--- src/rtl/bcd_mod_counter_if.sv ---
// Control and digit bus of one BCD modulo-N counter stage.
// The controller drives the strobes; the counter returns digits and cascade pulses.
interface bcd_mod_counter_if;
    logic       tick;
    logic       dir;
    logic       set_mode;
    logic       sel_digit;
    logic       set_inc;
    logic       set_dec;
    logic       load;
    logic [7:0] load_val;
    logic [3:0] v0;
    logic [3:0] v1;
    logic       co;
    logic       bo;
    logic       flag;
    logic       load_err;

    modport master (
        output tick, dir, set_mode, sel_digit, set_inc, set_dec, load, load_val,
        input  v0, v1, co, bo, flag, load_err
    );

    modport slave (
        input  tick, dir, set_mode, sel_digit, set_inc, set_dec, load, load_val,
        output v0, v1, co, bo, flag, load_err
    );
endinterface

--- src/rtl/bcd_mod_counter.sv ---
// Two-digit BCD modulo-MODULUS up/down counter with digit-wise set mode,
// validated parallel load and registered carry/borrow pulses for cascading.
module bcd_mod_counter #(
    parameter int MODULUS = 60,
    parameter int INIT    = 0
) (
    input  logic              clk,
    input  logic              sclr,
    bcd_mod_counter_if.slave  bus
);

    localparam logic [3:0] TT_C    = 4'((MODULUS - 1) / 10);
    localparam logic [3:0] TO_C    = 4'((MODULUS - 1) % 10);
    localparam logic [3:0] INIT_T  = 4'(INIT / 10);
    localparam logic [3:0] INIT_O  = 4'(INIT % 10);
    localparam logic [7:0] MOD_C   = 8'(MODULUS);

    // Highest legal ones digit for a given tens digit.
    function automatic logic [3:0] max_ones(input logic [3:0] tens);
        return (tens == TT_C) ? TO_C : 4'd9;
    endfunction

    function automatic logic [3:0] wrap_inc(input logic [3:0] d, input logic [3:0] top);
        return (d == top) ? 4'd0 : d + 4'd1;
    endfunction

    function automatic logic [3:0] wrap_dec(input logic [3:0] d, input logic [3:0] top);
        return (d == 4'd0) ? top : d - 4'd1;
    endfunction

    logic [3:0] r_v1;
    logic [3:0] r_v0;
    logic       r_co;
    logic       r_bo;
    logic       r_load_err;

    logic [3:0] w_v1_nxt;
    logic [3:0] w_v0_nxt;
    logic       w_co_nxt;
    logic       w_bo_nxt;
    logic       w_load_err_nxt;
    logic [3:0] w_tens_new;
    logic [7:0] w_load_bin;
    logic       w_load_ok;
    logic       w_flag;

    // Binary value of the load word, valid only when both nibbles are decimal.
    always_comb begin
        w_load_bin = 8'({4'd0, bus.load_val[7:4]} * 8'd10) + {4'd0, bus.load_val[3:0]};
        w_load_ok  = (bus.load_val[7:4] <= 4'd9) && (bus.load_val[3:0] <= 4'd9)
                     && (w_load_bin < MOD_C);
    end

    // Next digits and pulses; load beats set mode, set mode beats the run tick.
    always_comb begin
        w_v1_nxt       = r_v1;
        w_v0_nxt       = r_v0;
        w_co_nxt       = 1'b0;
        w_bo_nxt       = 1'b0;
        w_load_err_nxt = 1'b0;
        w_tens_new     = r_v1;
        if (bus.load) begin
            if (w_load_ok) begin
                w_v1_nxt = bus.load_val[7:4];
                w_v0_nxt = bus.load_val[3:0];
            end else begin
                w_load_err_nxt = 1'b1;
            end
        end else if (bus.set_mode) begin
            if (bus.set_inc != bus.set_dec) begin
                if (!bus.sel_digit) begin
                    w_v0_nxt = bus.set_inc ? wrap_inc(r_v0, max_ones(r_v1))
                                           : wrap_dec(r_v0, max_ones(r_v1));
                end else begin
                    // Clamp ones so a tens change can never leave value >= MODULUS.
                    w_tens_new = bus.set_inc ? wrap_inc(r_v1, TT_C) : wrap_dec(r_v1, TT_C);
                    w_v1_nxt   = w_tens_new;
                    w_v0_nxt   = (r_v0 > max_ones(w_tens_new)) ? max_ones(w_tens_new) : r_v0;
                end
            end else begin
                w_v0_nxt = r_v0;
            end
        end else if (bus.tick) begin
            if (!bus.dir) begin
                if (r_v0 == max_ones(r_v1)) begin
                    w_v0_nxt = 4'd0;
                    if (r_v1 == TT_C) begin
                        w_v1_nxt = 4'd0;
                        w_co_nxt = 1'b1;
                    end else begin
                        w_v1_nxt = r_v1 + 4'd1;
                    end
                end else begin
                    w_v0_nxt = r_v0 + 4'd1;
                end
            end else begin
                if (r_v0 == 4'd0) begin
                    if (r_v1 == 4'd0) begin
                        w_v1_nxt = TT_C;
                        w_v0_nxt = TO_C;
                        w_bo_nxt = 1'b1;
                    end else begin
                        w_v1_nxt = r_v1 - 4'd1;
                        w_v0_nxt = 4'd9;
                    end
                end else begin
                    w_v0_nxt = r_v0 - 4'd1;
                end
            end
        end else begin
            w_v0_nxt = r_v0;
        end
    end

    // State and pulse registers with asynchronous clear to INIT.
    always_ff @(posedge clk or posedge sclr) begin
        if (sclr) begin
            r_v1       <= INIT_T;
            r_v0       <= INIT_O;
            r_co       <= 1'b0;
            r_bo       <= 1'b0;
            r_load_err <= 1'b0;
        end else begin
            r_v1       <= w_v1_nxt;
            r_v0       <= w_v0_nxt;
            r_co       <= w_co_nxt;
            r_bo       <= w_bo_nxt;
            r_load_err <= w_load_err_nxt;
        end
    end

    // Look-ahead terminal count: the next run tick in the current direction wraps.
    always_comb begin
        if (bus.set_mode) begin
            w_flag = 1'b0;
        end else if (!bus.dir) begin
            w_flag = (r_v1 == TT_C) && (r_v0 == TO_C);
        end else begin
            w_flag = (r_v1 == 4'd0) && (r_v0 == 4'd0);
        end
    end

    assign bus.v0       = r_v0;
    assign bus.v1       = r_v1;
    assign bus.co       = r_co;
    assign bus.bo       = r_bo;
    assign bus.load_err = r_load_err;
    assign bus.flag     = w_flag;

endmodule

--- src/flat_wrapper.sv ---
// flat-port wrapper written by rule: the top's interface ports become plain ports
module bcd_mod_counter_flat 
#(
    parameter int MODULUS = 60,
    parameter int INIT    = 0
)
  (clk, sclr, bus_tick, bus_dir, bus_set_mode, bus_sel_digit, bus_set_inc, bus_set_dec, bus_load, bus_load_val, bus_v0, bus_v1, bus_co, bus_bo, bus_flag, bus_load_err);
  bcd_mod_counter_if bus_i ();
  input  logic clk;
  input  logic sclr;
  input wire logic [$bits(bus_i.tick)-1:0] bus_tick;
  input wire logic [$bits(bus_i.dir)-1:0] bus_dir;
  input wire logic [$bits(bus_i.set_mode)-1:0] bus_set_mode;
  input wire logic [$bits(bus_i.sel_digit)-1:0] bus_sel_digit;
  input wire logic [$bits(bus_i.set_inc)-1:0] bus_set_inc;
  input wire logic [$bits(bus_i.set_dec)-1:0] bus_set_dec;
  input wire logic [$bits(bus_i.load)-1:0] bus_load;
  input wire logic [$bits(bus_i.load_val)-1:0] bus_load_val;
  output wire logic [$bits(bus_i.v0)-1:0] bus_v0;
  output wire logic [$bits(bus_i.v1)-1:0] bus_v1;
  output wire logic [$bits(bus_i.co)-1:0] bus_co;
  output wire logic [$bits(bus_i.bo)-1:0] bus_bo;
  output wire logic [$bits(bus_i.flag)-1:0] bus_flag;
  output wire logic [$bits(bus_i.load_err)-1:0] bus_load_err;
  assign bus_i.tick = bus_tick;
  assign bus_i.dir = bus_dir;
  assign bus_i.set_mode = bus_set_mode;
  assign bus_i.sel_digit = bus_sel_digit;
  assign bus_i.set_inc = bus_set_inc;
  assign bus_i.set_dec = bus_set_dec;
  assign bus_i.load = bus_load;
  assign bus_i.load_val = bus_load_val;
  assign bus_v0 = bus_i.v0;
  assign bus_v1 = bus_i.v1;
  assign bus_co = bus_i.co;
  assign bus_bo = bus_i.bo;
  assign bus_flag = bus_i.flag;
  assign bus_load_err = bus_i.load_err;
  bcd_mod_counter #(.MODULUS(MODULUS), .INIT(INIT)) u_core (.clk(clk), .sclr(sclr), .bus(bus_i));
endmodule
--- config.mk ---
export PLATFORM = sky130hd
export DESIGN_NAME = bcd_mod_counter_flat
export DESIGN_NICKNAME = d
export VERILOG_FILES = /design/src/rtl/bcd_mod_counter_if.sv /design/src/rtl/bcd_mod_counter.sv /design/src/flat_wrapper.sv
export SDC_FILE = /design/constraint.sdc
export NUM_CORES = 1
export LEC_CHECK = 0
export ABC_CLOCK_PERIOD_IN_PS = 1750
export CAP_MARGIN = 10
export CORE_UTILIZATION = 46
export CTS_CLUSTER_SIZE = 8
export DETAILED_ROUTE_END_ITERATION = 10
export PLACE_DENSITY_LB_ADDON = 0.12
export SLEW_MARGIN = 20
export SYNTH_ARGS = -nofsm -noshare
export SYNTH_HDL_FRONTEND = slang
export SYNTH_SLANG_ARGS = --single-unit
--- constraint.sdc ---
create_clock -name clk -period 1.75 [get_ports clk]
set_clock_uncertainty 0.1 [all_clocks]
set_input_delay 0.35 -clock clk [delete_from_list [all_inputs] [get_ports clk]]
set_output_delay 0.35 -clock clk [all_outputs]
set_load 0.01 [all_outputs]
==> flow_summary.ini <==
[clock_network]
cts_tree = built
numCtsBuffers = 3
cts_hold_buffers = 0
cts_root_buf = clkbuf_4
clkLatencyLatePin_ns = 0.27
cts.sinks = 11
clock_path_buffers = 2
htree_levels = 1
cts.clk_slew.worst_paths_ns = 0.08

[drt]
post_drt_wl_per_cell_um = 15.7
route.detailed.drc = 0
wl_met3_um = 218
maxUsedRoutingLayer = met4
routed_via_density = 6.03
vias = 1555
postRouteAntennaNets = 0
drtIter0Drc = 79
drtPass1Iterations = 4
wl_um = 4050
drt-met1-wl_um = 1650
wl_met2_um = 2060

[logic_synthesis]
synth-edff-count = 0
yosys.area.top_type = dfrtp_1
ys_types = 57
synthArstFlopShare_pct = 100
netlist_area_sq_mm = 0.00130
synth-seq-cells = 11
ys.flop_type = dfrtp_1
synth.avg_cell_area_sq_um = 8.20
synth_nets = 184
yosysTopAreaCellShare_pct = 21.1
yosys_warnings = 0
synth.area.top_cells = dfrtp_1, ha_1, nand2_1, mux2i_1, nor2_1
seq_area_frac_synth_pct = 21.1
syn_inst = 159

[pwr]
p_leak_nw = 0.927
combPwrFrac_pct = 72.0
internal_power_w = 0.00120
power_switching_w = 0.000905
peakVddDrop_mv = 0.971
cellPowerDensity_mw_per_mm2 = 1020
p_sw_share_pct = 42.9
clock_power_share_pct = 8.4
seq_power_share_pct = 19.6

[worst_setup_path]
rr_endpoint = u_core.bus.v1[2]
timing.rr.start = u_core.bus.v0[3]
cp_max_fo = 4
worstRegToRegCells = 7
rrSetupSlack_ns = -0.22
startpoint = bus_load_val[5]
crit_arrival_ns = 2.61
end_kind = flip-flop
path_class = input pin to flip-flop
critPathLaunchType = input pin
cp-endpoint = u_core.bus.v1[2]
required_ns = 1.80

[layout]
num-nets-final = 254
layout_common_cells = buf_4, nand2_1, nor2_1
syn2layout_area_growth_pct = 58.5
drive_gt1_share_pct = 39.5
nFillCells = 159
final_common_cell = buf_4
final_util_pct = 80.5
n_antenna_cell = 0

[job]
cap_violations = 0

[die]
die_y_um = 55.2
rows = 18
dieArea_sq_mm = 0.00305
fp.dieW_um = 55.2
core_sq_mm = 0.00257
start_util_pct = 50.8
ios = 29

[global_routing]
grt_use_total_pct = 26.6
grt_pass1_wl_um = 6680
grt_antenna_before_repair = 0
grt_max_degree = 16
grt_pass1_vias = 1480
grt_overflow_total = 0

[placement]
dpl.hpwl_um = 2990
place_congestion = 0.822
dp_slack_ns = -1.52
io_buffers = 28

[sta]
finalSetupViolCount = 10
maxSlewHeadroom_pct = 70.1
timing.fmax_mhz = 390
drv_slew = 0
hold_violations = 0
worst_slack_ns = -0.813
period_minus_slack_ns = 2.56
period_share_pct = 146
worst_pin_slew_ns = 0.447
holdWs_ns = 0.277
grt_setup_unrepaired = true

[worst_hold_path]
min_path_type = input pin to asynchronous set/reset pin

[status]
violations = negative setup slack
status = finished, violations left
[layer usage]
layer  up-vias  GRT usage, %
li1        720             -
met1       744          34.7
met2        75          45.4
met3        16          1.87
met4         0          11.1
met5         -             0
[final cells by class]
type | instances | area (sq um) | share of cell area (%)
multi-input cells | 130 | 1070 | 51.8
repair buffers | 76 | 629 | 30.4
flip-flops and latches | 11 | 277 | 13.4
well taps | 30 | 37.5 | 1.82
clock buffers | 4 | 26.3 | 1.27
inverters | 7 | 26.3 | 1.27
[through the flow]
step                instance area, sq um  cells  power [W]  TNS (ns)
floorplan                           1360    159    0.00122     -6.63
global placement                    1920    248    0.00177    -13.15
detailed placement                  1920    248    0.00182    -13.81
CTS                                 2010    257    0.00203     -6.83
global route                        2070    258    0.00227     -7.31
finish                              2070    258    0.00211     -6.76
[cell usage after synthesis, drive strengths merged (2+ instances only)]
cell and count:
mux2i 6, clkbuf 7, a21oi 9, o221ai 2, nor4 3, fa 2
nand2 19, xnor2 3, nor3 3, o21ai 11, and3 3, buf 4
inv 7, nand2b 3, dfrtp 11, nor2 13, xor2 3, a21boi 2
a221oi 3, ha 6, nor2b 3, or3 3, nand3 6, o2111a 2
mux2 3, or2 2
[power by group through the flow]
stage / clock network (W) / registers, W / logic, W
after floorplan: 0 / 0.000475 / 0.000749
after global placement: 0 / 0.000403 / 0.00136
after detailed placement: 0 / 0.000406 / 0.00142
after CTS: 0.000175 / 0.000408 / 0.00144
after global routing: 0.000205 / 0.000425 / 0.00164
final: 0.000177 / 0.000414 / 0.00152
[flip-flops by register name (all words and copies together), names as in the netlist]
register and cells:
u_core.bus.v0 4, u_core.bus.v1 4, u_core.bus.bo 1, u_core.bus.co 1
u_core.bus.load_err 1
[worst max-delay path: stages]
cell,delay [ns]
buf_6,0.10
ha_4,0.24
ha_4,0.15
fa_2,0.59
nand2_2,0.08
a21oi_2,0.14
xor2_2,0.11
nor4_4,0.39
a21oi_2,0.13
mux2_4,0.33
[worst min-delay path by stage]
stage / start / slack [ns] / cells after the start / end
finish: sclr / 0.28 / 2 / u_core.bus.co
global placement: u_core.bus.v1[3] / 0.47 / 3 / u_core.bus.bo
floorplan: sclr / 0.10 / 1 / u_core.bus.bo
CTS: sclr / 0.29 / 2 / u_core.bus.co
detailed placement: u_core.bus.v1[3] / 0.48 / 3 / u_core.bus.bo
global route: sclr / 0.32 / 2 / u_core.bus.co
[cell families (layout without fill, tap and decap cells)]
| logic type | Yosys count | after routing | share of synthesized area (%) |
|---|---|---|---|
| simple gates | 65 | 65 | 26.6 |
| xor+xnor | 6 | 6 | 4.03 |
| mux | 9 | 9 | 7.77 |
| flops | 11 | 11 | 21.1 |
| fa+ha+maj | 8 | 8 | 8.83 |
| compound gates | 42 | 42 | 23.7 |
| buf+inv | 18 | 87 | 7.96 |
[what timing repair did]
item | in CTS | in global routing
pin swaps | 16 | 11
resized for setup | 45 | 10
endpoints found under the setup margin | 17 | 10
buffers inserted | 5 | 2
Power figures use the tool's default switching activity.
